==> config.mk <==
export PLATFORM = sky130hd
export DESIGN_NAME = des_fp_serializer_flat
export DESIGN_NICKNAME = d
export VERILOG_FILES = /design/src/rtl/des_fp_serializer_if.sv /design/src/rtl/des_fp_serializer.sv /design/src/flat_wrapper.sv
export SDC_FILE = /design/constraint.sdc
export NUM_CORES = 1
export LEC_CHECK = 0
export ABC_AREA = 1
export CAP_MARGIN = 20
export CORE_ASPECT_RATIO = 1.2
export CORE_MARGIN = 5
export CORE_UTILIZATION = 64
export DETAILED_ROUTE_END_ITERATION = 10
export DONT_BUFFER_PORTS = 1
export PLACE_DENSITY = 0.8
export SETUP_SLACK_MARGIN = 0.02
export SLEW_MARGIN = 40
export SYNTH_ARGS = -nofsm -noshare
export SYNTH_HDL_FRONTEND = slang
export SYNTH_SLANG_ARGS = --single-unit
==> constraint.sdc <==
create_clock -name clk -period 1.7 [get_ports clk]
set_input_delay 0.51 -clock clk [delete_from_list [all_inputs] [get_ports clk]]
set_output_delay 0.51 -clock clk [all_outputs]
set_load 0.01 [all_outputs]
==> src/rtl/des_fp_serializer_if.sv <==
// des_fp_serializer_if: block input and byte output handshakes of the DES final-permutation stage
interface des_fp_serializer_if;
    logic        flush;
    logic        in_valid;
    logic        in_ready;
    logic [1:32] in_l;
    logic [33:64] in_r;
    logic [7:0]  out_byte;
    logic        out_valid;
    logic        out_ready;
    logic        out_last;
    logic        busy;

    modport slave (
        input  flush, in_valid, in_l, in_r, out_ready,
        output in_ready, out_byte, out_valid, out_last, busy
    );

    modport master (
        output flush, in_valid, in_l, in_r, out_ready,
        input  in_ready, out_byte, out_valid, out_last, busy
    );
endinterface

==> src/rtl/des_fp_serializer.sv <==
// des_fp_serializer: applies the DES final permutation to (L16,R16) and streams the block out MSB byte first
module des_fp_serializer #(
    parameter bit SWAP = 1'b1
) (
    input logic                 clk,
    input logic                 rst_n,
    des_fp_serializer_if.slave  bus
);
    typedef enum logic {IDLE, SEND} state_t;

    localparam int FP [1:64] = '{
        40,  8, 48, 16, 56, 24, 64, 32, 39,  7, 47, 15, 55, 23, 63, 31,
        38,  6, 46, 14, 54, 22, 62, 30, 37,  5, 45, 13, 53, 21, 61, 29,
        36,  4, 44, 12, 52, 20, 60, 28, 35,  3, 43, 11, 51, 19, 59, 27,
        34,  2, 42, 10, 50, 18, 58, 26, 33,  1, 41,  9, 49, 17, 57, 25
    };

    state_t      state, state_nx;
    logic [1:64] p, c, blk;
    logic [2:0]  idx;
    logic        accept;

    // preoutput selection and final permutation, bit 1 is the MSB throughout
    always_comb begin
        p = SWAP ? {bus.in_r, bus.in_l} : {bus.in_l, bus.in_r};
        c = '0;
        for (int i = 1; i <= 64; i++) c[i] = p[FP[i]];
    end

    // next state and handshake outputs; flush overrides everything
    always_comb begin
        accept        = (state == IDLE) && bus.in_valid && !bus.flush;
        bus.in_ready  = (state == IDLE) && !bus.flush;
        bus.out_valid = (state == SEND);
        bus.busy      = (state == SEND);
        bus.out_last  = (state == SEND) && (idx == 3'd7);
        bus.out_byte  = blk[8*int'(idx)+1 +: 8];
        state_nx      = state;
        if (accept) state_nx = SEND;
        if (state == SEND && bus.out_ready && idx == 3'd7) state_nx = IDLE;
        if (bus.flush) state_nx = IDLE;
    end

    // state, block capture and byte index; idx wraps 7->0 on the final byte
    always_ff @(posedge clk or negedge rst_n) begin
        if (!rst_n) begin
            state <= IDLE;
            blk   <= '0;
            idx   <= '0;
        end else begin
            state <= state_nx;
            if (accept) blk <= c;
            if (bus.flush) idx <= '0;
            else if (state == SEND && bus.out_ready) idx <= idx + 3'd1;
        end
    end
endmodule

==> src/flat_wrapper.sv <==
// flat-port wrapper written by rule: the top's interface ports become plain ports
module des_fp_serializer_flat 
#(
    parameter bit SWAP = 1'b1
)
  (clk, rst_n, bus_flush, bus_in_valid, bus_in_l, bus_in_r, bus_out_ready, bus_in_ready, bus_out_byte, bus_out_valid, bus_out_last, bus_busy);
  des_fp_serializer_if bus_i ();
  input logic clk;
  input logic rst_n;
  input wire logic [$bits(bus_i.flush)-1:0] bus_flush;
  input wire logic [$bits(bus_i.in_valid)-1:0] bus_in_valid;
  input wire logic [$bits(bus_i.in_l)-1:0] bus_in_l;
  input wire logic [$bits(bus_i.in_r)-1:0] bus_in_r;
  input wire logic [$bits(bus_i.out_ready)-1:0] bus_out_ready;
  output wire logic [$bits(bus_i.in_ready)-1:0] bus_in_ready;
  output wire logic [$bits(bus_i.out_byte)-1:0] bus_out_byte;
  output wire logic [$bits(bus_i.out_valid)-1:0] bus_out_valid;
  output wire logic [$bits(bus_i.out_last)-1:0] bus_out_last;
  output wire logic [$bits(bus_i.busy)-1:0] bus_busy;
  assign bus_i.flush = bus_flush;
  assign bus_i.in_valid = bus_in_valid;
  assign bus_i.in_l = bus_in_l;
  assign bus_i.in_r = bus_in_r;
  assign bus_i.out_ready = bus_out_ready;
  assign bus_in_ready = bus_i.in_ready;
  assign bus_out_byte = bus_i.out_byte;
  assign bus_out_valid = bus_i.out_valid;
  assign bus_out_last = bus_i.out_last;
  assign bus_busy = bus_i.busy;
  des_fp_serializer #(.SWAP(SWAP)) u_core (.clk(clk), .rst_n(rst_n), .bus(bus_i));
endmodule
==> impl_metrics.ini, run 1 <==
[run_status]
status = finished, violations left
failed_checks = hold timing, setup timing

[place]
dp_hpwl_mm = 5.63
portBuffers = 0
place.gp.congestion = 0.945

[route]
ant_nets = 0
via_per_inst = 5.13
vias = 2708
drt_iter0_drc = 226
routedWlPerCell_um = 14.7
dr.pass1.iters = 4
wl_mm = 7.79
drc = 0

[grt]
groute.layer.met2.usage_pct = 31.8
antenna_found_initial = 0
grt_use_total_pct = 21.4
grt-ovfl-total = 0
grtUsageMet1_pct = 29.9
grt_pass1_wl_mm = 12.4
busiest_layer = met2
grtUsageMet3_pct = 5.86
grt_max_degree = 69
grt_pass1_vias = 2691

[timing]
fmax_ghz = 0.509
final-setup-viol-count = 9
clock_skew_ns = 0.00434
tightest_slew_ns = 0.419
slew-limit-headroom_pct = 72.1
hold_slack_ns = -0.139
period_minus_slack_ns = 1.96
timing.final.crit_share_pct = 115
hold_violations = 68
rsz0062_at_grt = true
setup_ws_ns = -0.263
maxSlewViolCount = 0

[cts]
clock_latency_ns = 0.34
clock-sinks = 68
cts_buffers = 9
clock-root-buffer = clkbuf_8
cts_max_level = 3
cts_tree = yes
cts_buffer_depth = 2
path_clk_slew_ns = 0.07

[final_layout]
fillers = 492
drive_gt1_share_pct = 36.8
utilization_pct = 67.9
final_nets = 513
antennaDiodeCount = 0
areaGrowthSynthToFinish_pct = 5.06

[power]
power_leakage_uw = 0.00199
peakVddDrop_uv = 562
p_per_area_nw_per_um2 = 1010

[synthesis]
ys_top_cells_by_count = nand2_1 (107), dfrtp_1 (68), inv_1 (67)
yosys.area.top_type = dfrtp_1
synth_most_common_cell = nand2_1
synthCells = 443
synth-edff-count = 0
yosysWarnings = 0
ys.flop_type = dfrtp_1
syn-cell-area_um2 = 3860
avgSynthCellArea_um2 = 8.72
synth.distinct_cells = 19
synth.net_count = 514
synth_seq_area_share_pct = 44.1
synth_top_area_share_pct = 44.1
ys_async_sr_fraction_pct = 100
ys_seq_elements = 68
synth.area.top_cells = dfrtp_1 (44%), a21oi_2 (15%), nand2_1 (10%)

[critical_path]
criticalPathCategory = register to output pin
worstPathMaxFanout = 7
startpoint_type = register
critPathCaptureType = output pin
crit_required_ns = 1.19
arrival_ns = 1.45

[die]
die_x_um = 80.9
design.core.area_um2 = 5970
io_pins = 81
start_util_pct = 64.6
die-area_um2 = 7690
die_h_um = 95.1
rows = 31

[hold_path]
min_path_type = primary input to async pin

[run]
maxCapViolCount = 0
[sequential cells by signal, indices dropped and copies added, names as in the netlist]
name	count
u_core.bus.busy	1
u_core.blk	64
u_core.idx	3
[per-stage QoR]
step / worst slack (ns) / instances / setup TNS, ns / cell area [µm²] / total power (µW)
after floorplan: 0.165 / 443 / 0 / 3860 / 2690
after global placement: 0.138 / 510 / 0 / 3790 / 2800
after detailed placement: 0.104 / 510 / 0 / 3790 / 2830
after CTS: -0.222 / 527 / -1.85 / 4010 / 4120
after global routing: -0.344 / 528 / -2.89 / 4060 / 4330
final: -0.263 / 528 / -1.99 / 4060 / 4110
[critical path, stage by stage (launching register included)]
cell	delay, ns
dfrtp_2	0.43
clkinv_4	0.11
buf_4	0.15
nand2_1	0.06
nand3_1	0.10
nand2_1	0.08
nand2_1	0.07
nand2_2	0.11
[power by group]
part	internal (µW)	total, µW	switching (µW)	leakage, µW
Sequential	1870	1940	72.0	0.000745
Combinational	326	904	578	0.00115
Clock	709	1270	563	0.0000935
[path summary, 6_finish.rpt]
path,start,end,slack (ns),depth (start not counted)
worst max-delay path,u_core.idx[0]$_DFFE_PN0P_,bus_out_byte[5],-0.26,7
worst min-delay path,rst_n,u_core.blk[47]$_DFFE_PN0P_,-0.14,0
worst max register to register,u_core.bus.busy$_DFFE_PN0P_,u_core.blk[36]$_DFFE_PN0P_,0.42,5
worst min register to register,u_core.blk[40]$_DFFE_PN0P_,u_core.blk[40]$_DFFE_PN0P_,0.51,2
max in group asynchronous,rst_n,u_core.idx[0]$_DFFE_PN0P_,1.74,0
min in group clk,bus_in_l[13],u_core.blk[45]$_DFFE_PN0P_,0.31,2
[layout make-up]
| cell class | count | area, µm² | area share (%) |
|---|---|---|---|
| clock buffer | 13 | 149 | 3.67 |
| clock inverter | 2 | 35.0 | 0.864 |
| inverter | 70 | 270 | 6.66 |
| multi-input combinational | 279 | 1630 | 40.2 |
| sequential | 68 | 1700 | 42.0 |
| tap | 82 | 103 | 2.53 |
| timing repair buffer | 14 | 168 | 4.13 |
[metal layers]
| layer | vias up | part of all wire (%) |
|---|---|---|
| li1 | 1346 | - |
| met5 | - | 0 |
| met2 | 86 | 46 |
| met4 | 0 | 2.1 |
| met3 | 17 | 7.0 |
| met1 | 1259 | 45 |
[placed cells by master, fill, tap and decap left out, types with 3 or more instances in the layout]
master / count
a21oi_2: 64
clkbuf_8: 10
buf_4: 8
nand3_1: 35
buf_12: 3
nor2_2: 56
o21ai_0: 4
nand2_1: 97
nor2_1: 8
nand2_2: 10
clkbuf_1: 3
inv_1: 66
dfrtp_1: 67
[repair_timing]
item                                    in CTS  in global routing
endpoints found under the hold margin       68                 68
endpoints found under the setup margin       9                  9
cloned                                       0                  1
buffers inserted                             2                  0
pin swaps                                    0                  1
gates resized for setup                     11                  8
[cells by family after synthesis]
| kind of cell | share of synthesized area, % |
|---|---|
| compound gates | 15.2 |
| simple gates | 25.4 |
| fa+ha+maj | 0.648 |
| flops | 44.1 |
| buf+inv | 14.7 |
Power figures use the tool's default switching activity.
==> run 2: changes to the inputs <==
--- a/config.mk
+++ b/config.mk
@@ -9,10 +9,10 @@
 export CAP_MARGIN = 20
 export CORE_ASPECT_RATIO = 1.2
 export CORE_MARGIN = 5
-export CORE_UTILIZATION = 64
+export CORE_UTILIZATION = 61
 export DETAILED_ROUTE_END_ITERATION = 10
 export DONT_BUFFER_PORTS = 1
-export PLACE_DENSITY = 0.8
+export PLACE_DENSITY = 0.77
 export SETUP_SLACK_MARGIN = 0.02
 export SLEW_MARGIN = 40
 export SYNTH_ARGS = -nofsm -noshare
==> constraint.sdc (replaced) <==
create_clock -name clk -period 1.9 [get_ports clk]
set_input_delay 0.57 -clock clk [delete_from_list [all_inputs] [get_ports clk]]
set_output_delay 0.57 -clock clk [all_outputs]
set_load 0.01 [all_outputs]
==> run 2 against run 1 <==
Effect of this change: the flow still finishes with violations (hold timing, setup timing); power down 13%; clock skew grew 0.0020 ns; worst setup slack better by 0.16 ns; non-clock buffer count up 3; first-iteration DRC count is 31% lower; largest power group unchanged.
==> impl_metrics.ini, run 2 (synthesized netlist as in run 1, its figures left out) <==
[critical_path]
crit_required_ns = 1.33
startpoint_type = register
r2r_slack_ns = 0.54
arrival_ns = 1.43
critPathCaptureType = output pin
crit_path_frequent_cell = nand2_1
critical_path.max_stage_delay_ns = 0.42
path_cells = clkinv_4 > clkbuf_16 > nand2_1 > nand3_2 > nand2_1 > nand2_1 > nand2_2
crit_slowest_cell = dfrtp_2
criticalPathCategory = register to output pin
worstPathMaxFanout = 9

[run_status]
failed_checks = hold timing, setup timing
status = finished, violations left

[grt]
grt-ovfl-total = 0
grt_use_total_pct = 21.6
grt_max_degree = 82
antenna_found_initial = 0
grt_pass1_vias = 2764
grt_pass1_wl_mm = 13.1

[place]
dp_hpwl_mm = 5.63
portBuffers = 0
place.gp.congestion = 0.824
place_inst = 510
placed_cell_area_um2 = 3790
pre_cts_ws_ns = 0.204

[final_layout]
antennaDiodeCount = 0
largest_register_ffs = 64
final_common_cell = nand2_1
top_register = u_core.blk
final_nets = 516
design_area_um2 = 4180
utilization_pct = 68.6
final_cell_mix = nand2_1 (87), inv_1 (66), dfrtp_1 (66)
drive_gt1_share_pct = 41.6
final_cells = 532
areaGrowthSynthToFinish_pct = 8.17

[route]
routedWlPerCell_um = 15.2
ant_nets = 0
via_per_inst = 5.12
dr.pass1.iters = 4
vias = 2724
wl_mm = 8.07
drt_iter0_drc = 157
drc = 0

[cts]
path_clk_slew_ns = 0.07
clock_latency_ns = 0.34
cts_tree = yes
clock-sinks = 68
cts_buffer_depth = 2
cts_buffers = 9
cts_max_level = 3
clock-root-buffer = clkbuf_8

[timing]
slew-limit-headroom_pct = 65.4
clock_skew_ns = 0.00630
maxSlewViolCount = 0
final-setup-viol-count = 9
hold_violations = 68
rsz0062_at_grt = true
period_minus_slack_ns = 2.00
setup_ws_ns = -0.0985
tightest_slew_ns = 0.519
fmax_ghz = 0.500
timing.final.crit_share_pct = 105
setup_tns_ns = -0.694
hold_slack_ns = -0.0825

[die]
die_h_um = 97.2
io_pins = 81
start_util_pct = 63.4
design.core.area_um2 = 6090
die-area_um2 = 8030
die_x_um = 82.6
rows = 31

[run]
maxCapViolCount = 0

[hold_path]
min_path_type = primary input to async pin

[power]
p_per_area_nw_per_um2 = 860
power_leakage_uw = 0.00203
peakVddDrop_uv = 584
## run 2: per-layer routing
layer | part of all wire (%) | vias to the layer above | track usage [%]
met5 | 0 | - | 0
met4 | 2.1 | 0 | 7.67
met3 | 7.9 | 13 | 7.70
met2 | 46 | 94 | 30.6
met1 | 44 | 1258 | 30.3
li1 | - | 1359 | -
## run 2: worst max-delay path: cells and delay by family (launching register included)
| kind | cells | cell delay [ns] |
|---|---|---|
| flops | 1 | 0.42 |
| simple gates | 5 | 0.38 |
| buf+inv | 2 | 0.28 |
## run 2: final timing paths
check	depth (start not counted)	endpoint	startpoint
min in group clk	2	u_core.blk[16]$_DFFE_PN0P_	bus_in_r[1]
hold / removal	0	u_core.blk[46]$_DFFE_PN0P_	rst_n
setup / recovery	7	bus_out_byte[2]	u_core.idx[0]$_DFFE_PN0P_
hold reg to reg	2	u_core.blk[63]$_DFFE_PN0P_	u_core.blk[63]$_DFFE_PN0P_
setup reg to reg	5	u_core.blk[25]$_DFFE_PN0P_	u_core.bus.busy$_DFFE_PN0P_
max in group asynchronous	0	u_core.idx[0]$_DFFE_PN0P_	rst_n
## run 2: power by group
| part | total [µW] | internal [µW] | leakage [µW] | switching [µW] |
|---|---|---|---|---|
| Clock | 1010 | 507 | 0.0000844 | 501 |
| Combinational | 852 | 318 | 0.00121 | 533 |
| Sequential | 1730 | 1670 | 0.000743 | 64.4 |
## run 2: area by class of cell
type | instances | area, µm²
clock inverters | 2 | 10.0
inverters | 70 | 270
flip-flops and latches | 68 | 1700
well taps | 82 | 103
multi-input cells | 279 | 1720
clock buffers | 14 | 153
repair buffers | 17 | 218
fillers | 505 | 1910
## run 2: what timing repair did
action	CTS	global route
setup buffers	4	1
pin swaps	26	7
gates resized for setup	35	14
cloned	1	1
hold endpoints to repair	68	68
setup endpoints to repair	9	9
## run 2: metrics by stage
| stage | power [µW] | hold WS, ns |
|---|---|---|
| 2_1_floorplan | 2400 | 0.274 |
| 3_3_place_gp | 2500 | 0.277 |
| 3_5_place_dp | 2530 | 0.277 |
| 4_1_cts | 3600 | -0.104 |
| 5_1_grt | 3800 | -0.110 |
| 6_report | 3590 | -0.0825 |
